==> src/rtl/echo_frame_sequencer_if.sv <==
// Handshake bundle between the echo frame sequencer and its conversion/adaptation stages.
// master: the sequencer; slave: the stage side (converters, lag, para_approx, echo_cancelation).
interface echo_frame_sequencer_if #(
  parameter int CYCLE_W = 13,
  parameter int ITER_W  = 11
);
  logic                run;
  logic [ITER_W-1:0]   set_max_iteration;
  logic                ready_conv;
  logic                ready_lag;
  logic                ready_para;
  logic                ready_cancel;
  logic [CYCLE_W-1:0]  sampling_cycle_counter;
  logic                sampling_light;
  logic                enable_conv;
  logic                enable_lag;
  logic                enable_para;
  logic                enable_cancel;
  logic                enable_sampling;
  logic                out_load;
  logic                out_sel;
  logic                mode_cancel;
  logic [ITER_W-1:0]   iteration;
  logic                timeout_err;
  logic                overrun_err;
  logic [CYCLE_W-1:0]  frame_latency;

  modport master (
    input  run, set_max_iteration, ready_conv, ready_lag, ready_para, ready_cancel,
    output sampling_cycle_counter, sampling_light, enable_conv, enable_lag, enable_para,
           enable_cancel, enable_sampling, out_load, out_sel, mode_cancel, iteration,
           timeout_err, overrun_err, frame_latency
  );

  modport slave (
    output run, set_max_iteration, ready_conv, ready_lag, ready_para, ready_cancel,
    input  sampling_cycle_counter, sampling_light, enable_conv, enable_lag, enable_para,
           enable_cancel, enable_sampling, out_load, out_sel, mode_cancel, iteration,
           timeout_err, overrun_err, frame_latency
  );
endinterface

==> src/rtl/echo_frame_sequencer.sv <==
// Per-sample controller: frame counter plus conv -> lag -> para/cancel -> load sequence on ready edges.
// Optional macro FRAME_STATS_EN: frame_latency captures the frame counter at every output load.
module echo_frame_sequencer #(
  parameter int CYCLE_W        = 13,
  parameter int SAMPLING_CYCLE = 4000,
  parameter int ITER_W         = 11,
  parameter int PULSE_LEN      = 2,
  parameter int TIMEOUT        = 1023
) (
  input logic                    clk_operation,
  input logic                    rst,
  echo_frame_sequencer_if.master seq
);
  localparam int PW = $clog2(PULSE_LEN + 1);
  localparam int TW = $clog2(TIMEOUT + 1);
  localparam logic [CYCLE_W-1:0] LAST = CYCLE_W'(SAMPLING_CYCLE - 1);

  localparam logic [3:0] S_IDLE   = 4'd0;
  localparam logic [3:0] S_CONV_P = 4'd1;
  localparam logic [3:0] S_CONV_W = 4'd2;
  localparam logic [3:0] S_LAG_P  = 4'd3;
  localparam logic [3:0] S_LAG_W  = 4'd4;
  localparam logic [3:0] S_PROC_P = 4'd5;
  localparam logic [3:0] S_PROC_W = 4'd6;
  localparam logic [3:0] S_LOAD   = 4'd7;
  localparam logic [3:0] S_DONE   = 4'd8;

  logic [3:0]         r_state;
  logic [CYCLE_W-1:0] r_cnt;
  logic               r_light;
  logic [PW-1:0]      r_pulse;
  logic [TW-1:0]      r_wait;
  logic               r_rdy_q;
  logic               r_seen;
  logic [ITER_W-1:0]  r_iter;
  logic               r_mode;
  logic               r_to;
  logic               r_ov;
  logic               r_samp;

  logic [3:0] w_next;
  logic       w_wrap, w_rest, w_ovr, w_is_p, w_is_w, w_rdy, w_rise;
  logic       w_pulse_end, w_go, w_tmo, w_restart, w_enter_p;

  function automatic logic is_pulse(input logic [3:0] s);
    return (s == S_CONV_P) || (s == S_LAG_P) || (s == S_PROC_P);
  endfunction

  assign w_wrap = (r_cnt == LAST);
  assign w_rest = (r_state == S_IDLE) || (r_state == S_DONE);
  assign w_ovr  = w_wrap && !w_rest;
  assign w_is_p = is_pulse(r_state);
  assign w_is_w = (r_state == S_CONV_W) || (r_state == S_LAG_W) || (r_state == S_PROC_W);

  always_comb begin
    w_rdy = 1'b0;
    case (r_state)
      S_CONV_P, S_CONV_W: w_rdy = seq.ready_conv;
      S_LAG_P,  S_LAG_W:  w_rdy = seq.ready_lag;
      S_PROC_P, S_PROC_W: w_rdy = r_mode ? seq.ready_cancel : seq.ready_para;
      default:            w_rdy = 1'b0;
    endcase
  end

  // r_rdy_q is forced high on pulse entry so a ready already high at pulse start is not an edge.
  assign w_rise      = w_rdy && !r_rdy_q;
  assign w_pulse_end = w_is_p && (r_pulse == PW'(PULSE_LEN - 1));
  assign w_go        = r_seen || w_rise;
  assign w_tmo       = w_is_w && !w_go && (r_wait == TW'(TIMEOUT - 1));

  always_comb begin
    w_next = r_state;
    case (r_state)
      S_IDLE, S_DONE: if (w_wrap) w_next = seq.run ? S_CONV_P : S_IDLE;
      S_CONV_P:       if (w_pulse_end) w_next = S_CONV_W;
      S_CONV_W:       if (w_go) w_next = S_LAG_P;  else if (w_tmo) w_next = S_DONE;
      S_LAG_P:        if (w_pulse_end) w_next = S_LAG_W;
      S_LAG_W:        if (w_go) w_next = S_PROC_P; else if (w_tmo) w_next = S_DONE;
      S_PROC_P:       if (w_pulse_end) w_next = S_PROC_W;
      S_PROC_W:       if (w_go) w_next = S_LOAD;   else if (w_tmo) w_next = S_DONE;
      S_LOAD:         w_next = S_DONE;
      default:        w_next = S_IDLE;
    endcase
    if (w_ovr) w_next = S_CONV_P;
  end

  assign w_restart = (w_next != r_state) || w_ovr;
  assign w_enter_p = w_restart && is_pulse(w_next);

  always_ff @(posedge clk_operation or negedge rst) begin
    if (!rst) begin
      r_state <= S_IDLE;
      r_cnt   <= '0;
      r_light <= 1'b0;
      r_pulse <= '0;
      r_wait  <= '0;
      r_rdy_q <= 1'b0;
      r_seen  <= 1'b0;
      r_iter  <= '0;
      r_mode  <= 1'b0;
      r_to    <= 1'b0;
      r_ov    <= 1'b0;
      r_samp  <= 1'b1;
    end else begin
      r_state <= w_next;
      r_cnt   <= w_wrap ? '0 : r_cnt + CYCLE_W'(1);
      r_light <= w_wrap;
      if (w_restart)   r_pulse <= '0;
      else if (w_is_p) r_pulse <= r_pulse + PW'(1);
      if (w_restart)   r_wait <= '0;
      else if (w_is_w) r_wait <= r_wait + TW'(1);
      r_rdy_q <= w_enter_p ? 1'b1 : w_rdy;
      r_seen  <= w_enter_p ? 1'b0 : (r_seen || (w_rise && (w_is_p || w_is_w)));
      if ((r_state == S_LOAD) && !w_ovr) begin
        r_samp <= 1'b1;
        if (!r_mode && (r_iter != '1)) r_iter <= r_iter + ITER_W'(1);
      end
      if (w_rest && (r_iter >= seq.set_max_iteration)) r_mode <= 1'b1;
      if (w_tmo) r_to <= 1'b1;
      if (w_ovr) r_ov <= 1'b1;
    end
  end

`ifdef FRAME_STATS_EN
  logic [CYCLE_W-1:0] r_lat;
  always_ff @(posedge clk_operation or negedge rst) begin
    if (!rst)                    r_lat <= '0;
    else if (r_state == S_LOAD)  r_lat <= r_cnt;
  end
  assign seq.frame_latency = r_lat;
`else
  assign seq.frame_latency = '0;
`endif

  assign seq.sampling_cycle_counter = r_cnt;
  assign seq.sampling_light         = r_light;
  assign seq.enable_conv            = (r_state == S_CONV_P);
  assign seq.enable_lag             = (r_state == S_LAG_P);
  assign seq.enable_para            = (r_state == S_PROC_P) && !r_mode;
  assign seq.enable_cancel          = (r_state == S_PROC_P) && r_mode;
  assign seq.enable_sampling        = r_samp;
  assign seq.out_load               = (r_state == S_LOAD);
  assign seq.out_sel                = r_mode;
  assign seq.mode_cancel            = r_mode;
  assign seq.iteration              = r_iter;
  assign seq.timeout_err            = r_to;
  assign seq.overrun_err            = r_ov;
endmodule
==> src/flat_wrapper.sv <==
// flat-port wrapper written by rule: the top's interface ports become plain ports
module echo_frame_sequencer_flat 
#(
  parameter int CYCLE_W        = 13,
  parameter int SAMPLING_CYCLE = 4000,
  parameter int ITER_W         = 11,
  parameter int PULSE_LEN      = 2,
  parameter int TIMEOUT        = 1023
)
  (clk_operation, rst, seq_run, seq_set_max_iteration, seq_ready_conv, seq_ready_lag, seq_ready_para, seq_ready_cancel, seq_sampling_cycle_counter, seq_sampling_light, seq_enable_conv, seq_enable_lag, seq_enable_para, seq_enable_cancel, seq_enable_sampling, seq_out_load, seq_out_sel, seq_mode_cancel, seq_iteration, seq_timeout_err, seq_overrun_err, seq_frame_latency);
  echo_frame_sequencer_if #(.CYCLE_W(CYCLE_W), .ITER_W(ITER_W)) seq_i ();
  input logic clk_operation;
  input logic rst;
  input wire logic [$bits(seq_i.run)-1:0] seq_run;
  input wire logic [$bits(seq_i.set_max_iteration)-1:0] seq_set_max_iteration;
  input wire logic [$bits(seq_i.ready_conv)-1:0] seq_ready_conv;
  input wire logic [$bits(seq_i.ready_lag)-1:0] seq_ready_lag;
  input wire logic [$bits(seq_i.ready_para)-1:0] seq_ready_para;
  input wire logic [$bits(seq_i.ready_cancel)-1:0] seq_ready_cancel;
  output wire logic [$bits(seq_i.sampling_cycle_counter)-1:0] seq_sampling_cycle_counter;
  output wire logic [$bits(seq_i.sampling_light)-1:0] seq_sampling_light;
  output wire logic [$bits(seq_i.enable_conv)-1:0] seq_enable_conv;
  output wire logic [$bits(seq_i.enable_lag)-1:0] seq_enable_lag;
  output wire logic [$bits(seq_i.enable_para)-1:0] seq_enable_para;
  output wire logic [$bits(seq_i.enable_cancel)-1:0] seq_enable_cancel;
  output wire logic [$bits(seq_i.enable_sampling)-1:0] seq_enable_sampling;
  output wire logic [$bits(seq_i.out_load)-1:0] seq_out_load;
  output wire logic [$bits(seq_i.out_sel)-1:0] seq_out_sel;
  output wire logic [$bits(seq_i.mode_cancel)-1:0] seq_mode_cancel;
  output wire logic [$bits(seq_i.iteration)-1:0] seq_iteration;
  output wire logic [$bits(seq_i.timeout_err)-1:0] seq_timeout_err;
  output wire logic [$bits(seq_i.overrun_err)-1:0] seq_overrun_err;
  output wire logic [$bits(seq_i.frame_latency)-1:0] seq_frame_latency;
  assign seq_i.run = seq_run;
  assign seq_i.set_max_iteration = seq_set_max_iteration;
  assign seq_i.ready_conv = seq_ready_conv;
  assign seq_i.ready_lag = seq_ready_lag;
  assign seq_i.ready_para = seq_ready_para;
  assign seq_i.ready_cancel = seq_ready_cancel;
  assign seq_sampling_cycle_counter = seq_i.sampling_cycle_counter;
  assign seq_sampling_light = seq_i.sampling_light;
  assign seq_enable_conv = seq_i.enable_conv;
  assign seq_enable_lag = seq_i.enable_lag;
  assign seq_enable_para = seq_i.enable_para;
  assign seq_enable_cancel = seq_i.enable_cancel;
  assign seq_enable_sampling = seq_i.enable_sampling;
  assign seq_out_load = seq_i.out_load;
  assign seq_out_sel = seq_i.out_sel;
  assign seq_mode_cancel = seq_i.mode_cancel;
  assign seq_iteration = seq_i.iteration;
  assign seq_timeout_err = seq_i.timeout_err;
  assign seq_overrun_err = seq_i.overrun_err;
  assign seq_frame_latency = seq_i.frame_latency;
  echo_frame_sequencer #(.CYCLE_W(CYCLE_W), .SAMPLING_CYCLE(SAMPLING_CYCLE), .ITER_W(ITER_W), .PULSE_LEN(PULSE_LEN), .TIMEOUT(TIMEOUT)) u_core (.clk_operation(clk_operation), .rst(rst), .seq(seq_i));
endmodule
==> config.mk <==
export PLATFORM = sky130hd
export DESIGN_NAME = echo_frame_sequencer_flat
export DESIGN_NICKNAME = d
export VERILOG_FILES = /design/src/rtl/echo_frame_sequencer_if.sv /design/src/rtl/echo_frame_sequencer.sv /design/src/flat_wrapper.sv
export SDC_FILE = /design/constraint.sdc
export NUM_CORES = 1
export LEC_CHECK = 0
export BUFFER_PORTS_ARGS = -buffer_cell sky130_fd_sc_hd__buf_4
export CAP_MARGIN = 5
export CORE_UTILIZATION = 46
export DETAILED_ROUTE_END_ITERATION = 16
export GPL_TIMING_DRIVEN = 0
export PLACE_DENSITY = 0.7
export SKIP_CTS_REPAIR_TIMING = 1
export SLEW_MARGIN = 20
export SYNTH_ARGS = -nofsm -noshare
export SYNTH_HDL_FRONTEND = slang
export SYNTH_SLANG_ARGS = --single-unit
==> constraint.sdc <==
create_clock -name clk_operation -period 2.5 [get_ports clk_operation]
set_input_delay 0.125 -clock clk_operation [delete_from_list [all_inputs] [get_ports clk_operation]]
set_output_delay 0.125 -clock clk_operation [all_outputs]
set_load 0.01 [all_outputs]
Yosys cells after proc, flatten, opt, wreduce, memory -nomap -nowiden
Cells that the tools add are included.
{"block": "classes", "add_sub_neg": 4, "multipliers": 0, "div_mod_pow": 0, "n_lt_le_gt_ge": 1, "n_eq_ne": 16, "shift": 0, "mux": 20, "bitwise": 0, "reduce_logical": 36}
{"cell": "4-bit two-way mux", "n": 9}
{"cell": "4-bit case mux with 8 select lines", "n": 1}
{"cell": "4-bit by 3-bit == test with 1-bit output (second input constant)", "n": 5}
{"cell": "10-bit two-way mux", "n": 2}
{"cell": "13-bit by 1-bit adder with 13-bit output (second input constant)", "n": 1}
{"cell": "13-bit by 12-bit == test with 1-bit output (second input constant)", "n": 1}
{"cell": "13-bit two-way mux", "n": 1}
{"cell": "4-bit by 2-bit == test with 1-bit output (second input constant)", "n": 3}
{"cell": "1-bit logical AND", "n": 12}
{"cell": "11-bit by 1-bit adder with 11-bit output (second input constant)", "n": 1}
{"cell": "11-bit >= comparator", "n": 1}
{"cell": "1-bit logical OR", "n": 11}
{"cell": "11-bit != test (second input constant)", "n": 1}
{"cell": "10-bit by 1-bit adder with 10-bit output (second input constant)", "n": 1}
{"cell": "10-bit == test (second input constant)", "n": 1}
{"cell": "4-bit by 1-bit == test with 1-bit output (second input constant)", "n": 2}
{"cell": "2-bit OR reduction", "n": 4}
{"cell": "1-bit zero test", "n": 5}
{"cell": "4-bit == test (second input constant)", "n": 1}
{"cell": "4-bit zero test", "n": 1}
{"cell": "1-bit two-way mux", "n": 4}
{"cell": "2-bit two-way mux", "n": 2}
{"cell": "4-bit != test", "n": 1}
{"cell": "2-bit nonzero test", "n": 2}
{"cell": "other kinds (4)", "n": 4}
{"block": "totals", "reg_bits": 46, "latchBits": 0, "ram_bits": 0, "rom_bits": 0, "input_bits": 18, "elab_cells": 88, "n_memories": 0}

Longest topological paths before layout
Gate-level depths: netlist (run 1).
{"block": "logic_depth", "depth_word": 17, "ltp_mapped": 10, "depth_no_buf": 8}

Worst setup path after synthesis (run 1)
OpenSTA, ideal clock, no wires.
{"block": "synth_path", "path_kind": "register -> register", "start": "register u_core.r_cnt[5], in the netlist u_core.seq.sampling_cycle_counter[5]", "end": "register u_core.r_iter[1], in the netlist u_core.seq.iteration[1]", "arrival_time_ns": 2.185, "required_time_ns": 2.375, "slack_ns": 0.190, "stages_incl_launch_ff": 7, "synth_period_minus_slack_ns": 2.310, "cell_sequence": "dfrtp_1 > or4b_1 > nor4_2 > nand2_1 > o211ai_1 > buf_4 > mux2_2"}
{"block": "synth_between", "elab_chain_cells": 5}
{"element": "start: declaration", "line": "echo_frame_sequencer.sv:29", "source": "logic [CYCLE_W-1:0] r_cnt;"}
{"element": "start signal: assignment", "line": "echo_frame_sequencer.sv:106", "source": "r_cnt <= w_wrap ? '0 : r_cnt + CYCLE_W'(1);"}
{"element": "13-bit by 12-bit == test with 1-bit output", "line": "echo_frame_sequencer.sv:49", "source": "assign w_wrap = (r_cnt == LAST);"}
{"element": "1-bit logical AND", "line": "echo_frame_sequencer.sv:51", "source": "assign w_ovr = w_wrap && !w_rest;"}
{"element": "1-bit zero test", "line": "echo_frame_sequencer.sv:114", "source": "if ((r_state == S_LOAD) && !w_ovr) begin"}
{"element": "1-bit logical AND", "line": "echo_frame_sequencer.sv:114"}
{"element": "2-bit AND reduction (no line)"}
{"element": "end signal: assignment", "line": "echo_frame_sequencer.sv:116", "source": "if (!r_mode && (r_iter != '1)) r_iter <= r_iter + ITER_W'(1);"}
{"element": "end: declaration", "line": "echo_frame_sequencer.sv:35", "source": "logic [ITER_W-1:0] r_iter;"}
No other way between the ends.
A chain may end at the register's enable or synchronous reset.

Worst setup path after layout (run 1)
Same ends and word-level chain as after synthesis.

==> results of run 1 <==
-- metrics by stage --
stage / instances / hold WS (ns) / total power, mW / setup slack [ns] / TNS [ns]
final: 448 / 0.184 / 1.30 / 0.0993 / 0
after floorplan: 310 / -0.171 / 0.803 / 0.190 / 0
after global routing: 448 / 0.215 / 1.34 / -0.00433 / -0.00757
after CTS: 444 / -0.162 / 1.31 / -0.306 / -5.06
after detailed placement: 436 / 0.176 / 0.845 / -0.271 / -4.44
after global placement: 436 / 0.166 / 0.843 / -0.288 / -4.20
-- layer usage --
layer	up-vias	share of wire	wire length [um]	track usage
met3	7	0.043	248	0.0348
met4	0	0.015	84	0.0696
met1	1024	0.47	2750	0.248
met5	-	0	0	0
met2	58	0.47	2710	0.301
li1	1123	-	-	-
-- worst min path at each step --
| stage | from | end | slack [ns] | cells after the start |
|---|---|---|---|---|
| final | seq_run | u_core.r_state[0]$_DFF_PN0_ | 0.18 | 3 |
| after global placement | rst | u_core.seq.iteration[0]$_DFFE_PN0P_ | 0.17 | 1 |
| after floorplan | rst | u_core.r_pulse[0]$_DFFE_PN0P_ | -0.17 | 0 |
| after detailed placement | rst | u_core.seq.sampling_cycle_counter[2]$_DFF_PN0_ | 0.18 | 1 |
| after global routing | seq_run | u_core.r_state[0]$_DFF_PN0_ | 0.21 | 3 |
| after CTS | rst | u_core.seq.sampling_cycle_counter[4]$_DFF_PN0_ | -0.16 | 1 |
-- report_power, final --
group | switching (mW) | internal (mW)
Clock | 0.270 | 0.197
Combinational | 0.0408 | 0.0439
Sequential | 0.00151 | 0.744
Total | 0.313 | 0.985
-- worst max-delay path, delay by kind of cell, from the launching register on --
family | cells | cell delay (ns)
AOI/OAI and AO/OA | 1 | 0.12
muxes | 1 | 0.34
and+or+nand+nor | 3 | 0.97
DFF | 1 | 0.45
buffers and inverters | 2 | 0.42
-- cells by family (layout without fill, tap and decap cells) --
logic type,Yosys count,count (layout),synth area share
buf+inv,47,110,0.0922
compound gates,36,36,0.0970
flops,46,46,0.400
other cells,2,14,0.00261
fa+ha+maj,17,17,0.0731
xor+xnor,31,31,0.0944
simple gates,116,116,0.227
mux,3,3,0.0131
-- final cells by class --
class | instances | area (sq um) | area share
inverters | 23 | 86.3 | 0.0243
clock inverters | 3 | 18.8 | 0.00527
repair buffers | 55 | 415 | 0.117
well taps | 75 | 93.8 | 0.0264
flip-flops and latches | 46 | 1150 | 0.324
multi-input cells | 217 | 1540 | 0.434
plain buffers | 24 | 179 | 0.0503
clock buffers | 5 | 68.8 | 0.0193
-- synth_stat cells, drive strengths merged (2+ instances only) --
| cell | n | share of area |
|---|---|---|
| or4 | 2 | 0.0052 |
| o211ai | 3 | 0.0078 |
| nor3 | 13 | 0.023 |
| xor2 | 18 | 0.055 |
| or2 | 2 | 0.0044 |
| a211oi | 6 | 0.023 |
| or3 | 3 | 0.0065 |
| dfrtp | 46 | 0.40 |
| a21oi | 4 | 0.0070 |
| nand4 | 3 | 0.0065 |
| nor4 | 4 | 0.011 |
| and2 | 2 | 0.0044 |
| a21o | 4 | 0.010 |
| inv | 23 | 0.030 |
| mux2 | 3 | 0.013 |
| ha | 16 | 0.070 |
| and4bb | 2 | 0.0087 |
| o21ai | 8 | 0.014 |
| o21a | 2 | 0.0052 |
| nor2 | 37 | 0.074 |
| nand3 | 10 | 0.017 |
| xnor2 | 13 | 0.040 |
| nand2 | 23 | 0.030 |
| and3 | 4 | 0.0087 |
| conb | 2 | 0.0026 |
| nor2b | 4 | 0.0087 |
| buf | 20 | 0.057 |
| clkbuf | 4 | 0.0052 |
| nand2b | 3 | 0.0065 |
-- registers in the layout, indices dropped and copies added, names as in the netlist --
signal / count
u_core.r_pulse: 2
u_core.r_rdy_q: 1
u_core.r_seen: 1
u_core.r_state: 4
u_core.r_wait: 10
u_core.seq.iteration: 11
u_core.seq.mode_cancel: 1
u_core.seq.overrun_err: 1
u_core.seq.sampling_cycle_counter: 13
u_core.seq.sampling_light: 1
u_core.seq.timeout_err: 1
==> results.ini, run 1 <==
[grt]
grt_pass1_vias = 2073
grt_pass1_wl_um = 9380
grt_usage = 0.186
overflow = 0
antenna_found_initial = 0
grt_max_degree = 47

[timing]
hold_viol = 0
period_share = 0.960
maxSlewHeadroom = 0.447
post-route-min-period_ns = 2.40
drv_slew = 0
max_freq_mhz = 417
setup_viol = 0
tightest_slew_ns = 0.823
fin_worst_skew_ns = 0.00825

[power]
power.leakage_nw = 1.79
ir_drop_mv = 0.193
cellPowerDensity_mw_per_mm2 = 365

[final_layout]
nNetsFinal = 406
post-route-util = 0.594
n_antenna_cell = 0
final_cell_mix = buf_4 (71), dfrtp_1 (45), nor2_1 (27)
area_growth_pct = 23.8
layout-drive-gt1-share = 0.287
nFillCells = 530
design_area_sq_mm = 0.00356
final_common_cell = buf_4

[worst_setup_path]
endpoint_kind = flip-flop
crit_chain = or4b_1, nor4_4, buf_4, nand2_1, o211ai_1, buf_4, mux2_2
worstSetupStartpointType = flip-flop
critPathKind = reg -> reg
critPathMaxFanout = 10
timing.rr.end = u_core.seq.iteration[1]$_DFFE_PN0P_
worstSetupEndpoint = u_core.seq.iteration[1]$_DFFE_PN0P_
cp_slowest_cell = or4b_1
cp.required_ns = 2.70
path_common_cell = buf_4
max_stage_delay_ns = 0.59
rr_startpoint = u_core.seq.sampling_cycle_counter[5]$_DFF_PN0_
rrSetupSlack_ns = 0.1
cp.arrival_ns = 2.60
reg2reg_depth = 7
setup.worst_path.start = u_core.seq.sampling_cycle_counter[5]$_DFF_PN0_

[cts]
insertion_delay_ns = 0.31
clock_path_buffers = 2
cts_made_buffers = 5
cts-root-buf = clkbuf_8
htreeDepth = 2
cts.clk_slew.worst_paths_ns = 0.09
cts_tree = yes
clock-sinks = 46

[placement]
dp_hpwl_um = 4250
gp_congestion = 0.847
detailed_place.area_sq_mm = 0.00340
portBuffers = 51

[synthesis]
postSynth.asyncResetShare = 1.00
synthFlopType = dfrtp_1
avgSynthCellArea_sq_um = 9.65
synth_edf_count = 0
ys_seq_area_frac = 0.400
syn_area_sq_mm = 0.00288
ys_types = 51
synthCells = 298
synth_seq_cells = 46
ys_warn_count = 0

[floorplanning]
die_w_um = 81.1
fp.dieH_um = 81.1
rows = 28
die-area_sq_mm = 0.00657
initial_core_util = 0.480
ioPinCount = 66
core_sq_mm = 0.00599

[run_status]
outcome = complete, no violations

[routing]
wire_per_inst_um = 12.9
vias = 2212
drc = 0
antenna_left = 0
drt_pass1_iterations = 4
via_per_inst = 4.94
drtIter0Drc = 152
routed_wl_um = 5790

[hold_path]
hold_path_class = in -> reg

[job]
max-cap-violations = 0

No activity file was read; power rests on OpenSTA's default activity.
==> run 2: changes to the inputs <==
BUFFER_PORTS_ARGS = not set   (was -buffer_cell sky130_fd_sc_hd__buf_4)
DONT_BUFFER_PORTS = 1   (was not set)
PLACE_DENSITY = not set   (was 0.7)
RECOVER_POWER = 50   (was not set)
clock period = 3.1 ns   (was 2.5 ns; I/O delays follow)
==> results.ini, run 2 (same netlist as run 1, synthesis figures left out) <==
[worst_setup_path]
cp_slowest_cell = nor4_1
cp.arrival_ns = 3.00
cp.required_ns = 3.28
critPathKind = reg -> reg
max_stage_delay_ns = 0.70
crit_chain = mux2_2, a41oi_1, o31ai_2, nor4_1, or4_1, buf_2, buf_12, nor2_4
crit_family = simple AND/OR/NAND/NOR gates
rrSetupSlack_ns = 0.29
endpoint_kind = flip-flop
worstSetupStartpointType = flip-flop
reg2reg_depth = 8
critical_path_buf_inv_count = 2
critPathMaxFanout = 10
rr_startpoint = u_core.seq.mode_cancel$_DFFE_PN0P_
timing.rr.end = u_core.r_wait[6]$_DFFE_PN0P_

[power]
power_mw = 1.01
cellPowerDensity_mw_per_mm2 = 323
power.leakage_nw = 1.51
ir_drop_mv = 0.206

[timing]
setup_viol = 0
rsz0062_at_grt = false
fin_worst_skew_ns = 0.00511
post-route-min-period_ns = 2.81
tightest_slew_ns = 2.01
drv_slew = 47
hold_viol = 0
tns_ns = 0
fin_ws_ns = 0.286
maxSlewHeadroom = -0.343
max_freq_mhz = 355
period_share = 0.908

[routing]
routed_wl_um = 5280
antenna_left = 0
wire_per_inst_um = 13.4
drt_pass1_iterations = 4
via_per_inst = 5.13
drc = 0
drtIter0Drc = 71
vias = 2027

[run_status]
violations = max-capacitance violations, max-slew violations
outcome = finished with violations

[hold_path]
worstHoldEndpoint = u_core.r_state[0]$_DFF_PN0_
min-delay-start = seq_run
hold_path_class = in -> reg
holdPathStages = 2

[final_layout]
nNetsFinal = 353
nFillCells = 553
fin_cells = 395
area_growth_pct = 8.62
design_area_sq_mm = 0.00312
n_antenna_cell = 0
final_common_cell = dfrtp_1
multi_input_area_sq_mm = 0.00150
final_cell_mix = dfrtp_1 (46), nor2_1 (27), inv_1 (23), nand2_1 (23), xor2_1 (18)
layout-drive-gt1-share = 0.153
register_area_sq_mm = 0.00115
largest_reg_flops = 13

[grt]
grt_usage = 0.180
grt_pass1_wl_um = 9020
grt_max_degree = 47
overflow = 0
grt_pass1_vias = 1935
antenna_found_initial = 0

[floorplanning]
ioPinCount = 66
initial_core_util = 0.480
rows = 28
core_sq_mm = 0.00599
die-area_sq_mm = 0.00657
fp.dieH_um = 81.1
die_w_um = 81.1

[cts]
htreeDepth = 2
cts_made_buffers = 5
cts.clk_slew.worst_paths_ns = 0.08
clock-sinks = 46
insertion_delay_ns = 0.29
clock_path_buffers = 2
cts-root-buf = clkbuf_8
cts_tree = yes

[job]
max-cap-violations = 1

[placement]
portBuffers = 0
dp_hpwl_um = 3960
dp_cells = 385
detailed_place.area_sq_mm = 0.00301
dp_slack_ns = 0.266
gp_congestion = 0.773

-- run 2: per-stage QoR --
step                      hold slack, ns   util
after floorplan                   -0.141      -
after global placement            -0.140  0.503
after detailed placement          -0.140  0.503
after CTS                         -0.466  0.518
after global routing              0.0932  0.521
final                             0.0843  0.521
-- run 2: report_power, final --
part	total [mW]	internal [mW]	switching, mW
Clock	0.358	0.159	0.198
Sequential	0.601	0.600	0.00157
Combinational	0.0505	0.0220	0.0284
Total	1.01	0.781	0.228
-- run 2: layout make-up --
class,instances,share of cell area
buffer,24,0.0573
clock buffer,6,0.0232
inverter,23,0.0276
multi-input combinational,217,0.482
timing repair buffer,2,0.00721
tap,75,0.0300
sequential,46,0.369
clock inverter,2,0.00441
-- run 2: worst reg2reg max path: stages, from the launching register on --
cell	delay, ns
dfrtp_1	0.56
mux2_2	0.39
a41oi_1	0.24
o31ai_2	0.13
nor4_1	0.70
or4_1	0.24
buf_2	0.19
buf_12	0.19
nor2_4	0.05
-- run 2: worst max-delay path by stage --
| stage | startpoint | end | slack (ns) | depth (start not counted) |
|---|---|---|---|---|
| 3_3_place_gp | u_core.seq.sampling_cycle_counter[5]$_DFF_PN0_ | u_core.seq.iteration[1]$_DFFE_PN0P_ | 0.25 | 6 |
| 4_1_cts | u_core.seq.sampling_cycle_counter[5]$_DFF_PN0_ | u_core.seq.iteration[1]$_DFFE_PN0P_ | 0.26 | 6 |
| 6_report | u_core.seq.mode_cancel$_DFFE_PN0P_ | u_core.r_wait[6]$_DFFE_PN0P_ | 0.29 | 8 |
| 5_1_grt | u_core.seq.sampling_cycle_counter[0]$_DFF_PN0_ | u_core.seq.iteration[1]$_DFFE_PN0P_ | 0.07 | 7 |
| 3_5_place_dp | u_core.seq.sampling_cycle_counter[5]$_DFF_PN0_ | u_core.seq.iteration[1]$_DFFE_PN0P_ | 0.27 | 6 |
| 2_1_floorplan | u_core.seq.sampling_cycle_counter[5]$_DFF_PN0_ | u_core.seq.iteration[1]$_DFFE_PN0P_ | 0.79 | 6 |
-- run 2: routing by layer --
metal / share of wire / track usage / up-vias
met4: 0.0063 / 0.0536 / 0
met3: 0.055 / 0.0562 / 2
met2: 0.47 / 0.294 / 52
met5: 0 / 0 / -
li1: - / - / 1020
met1: 0.47 / 0.228 / 953
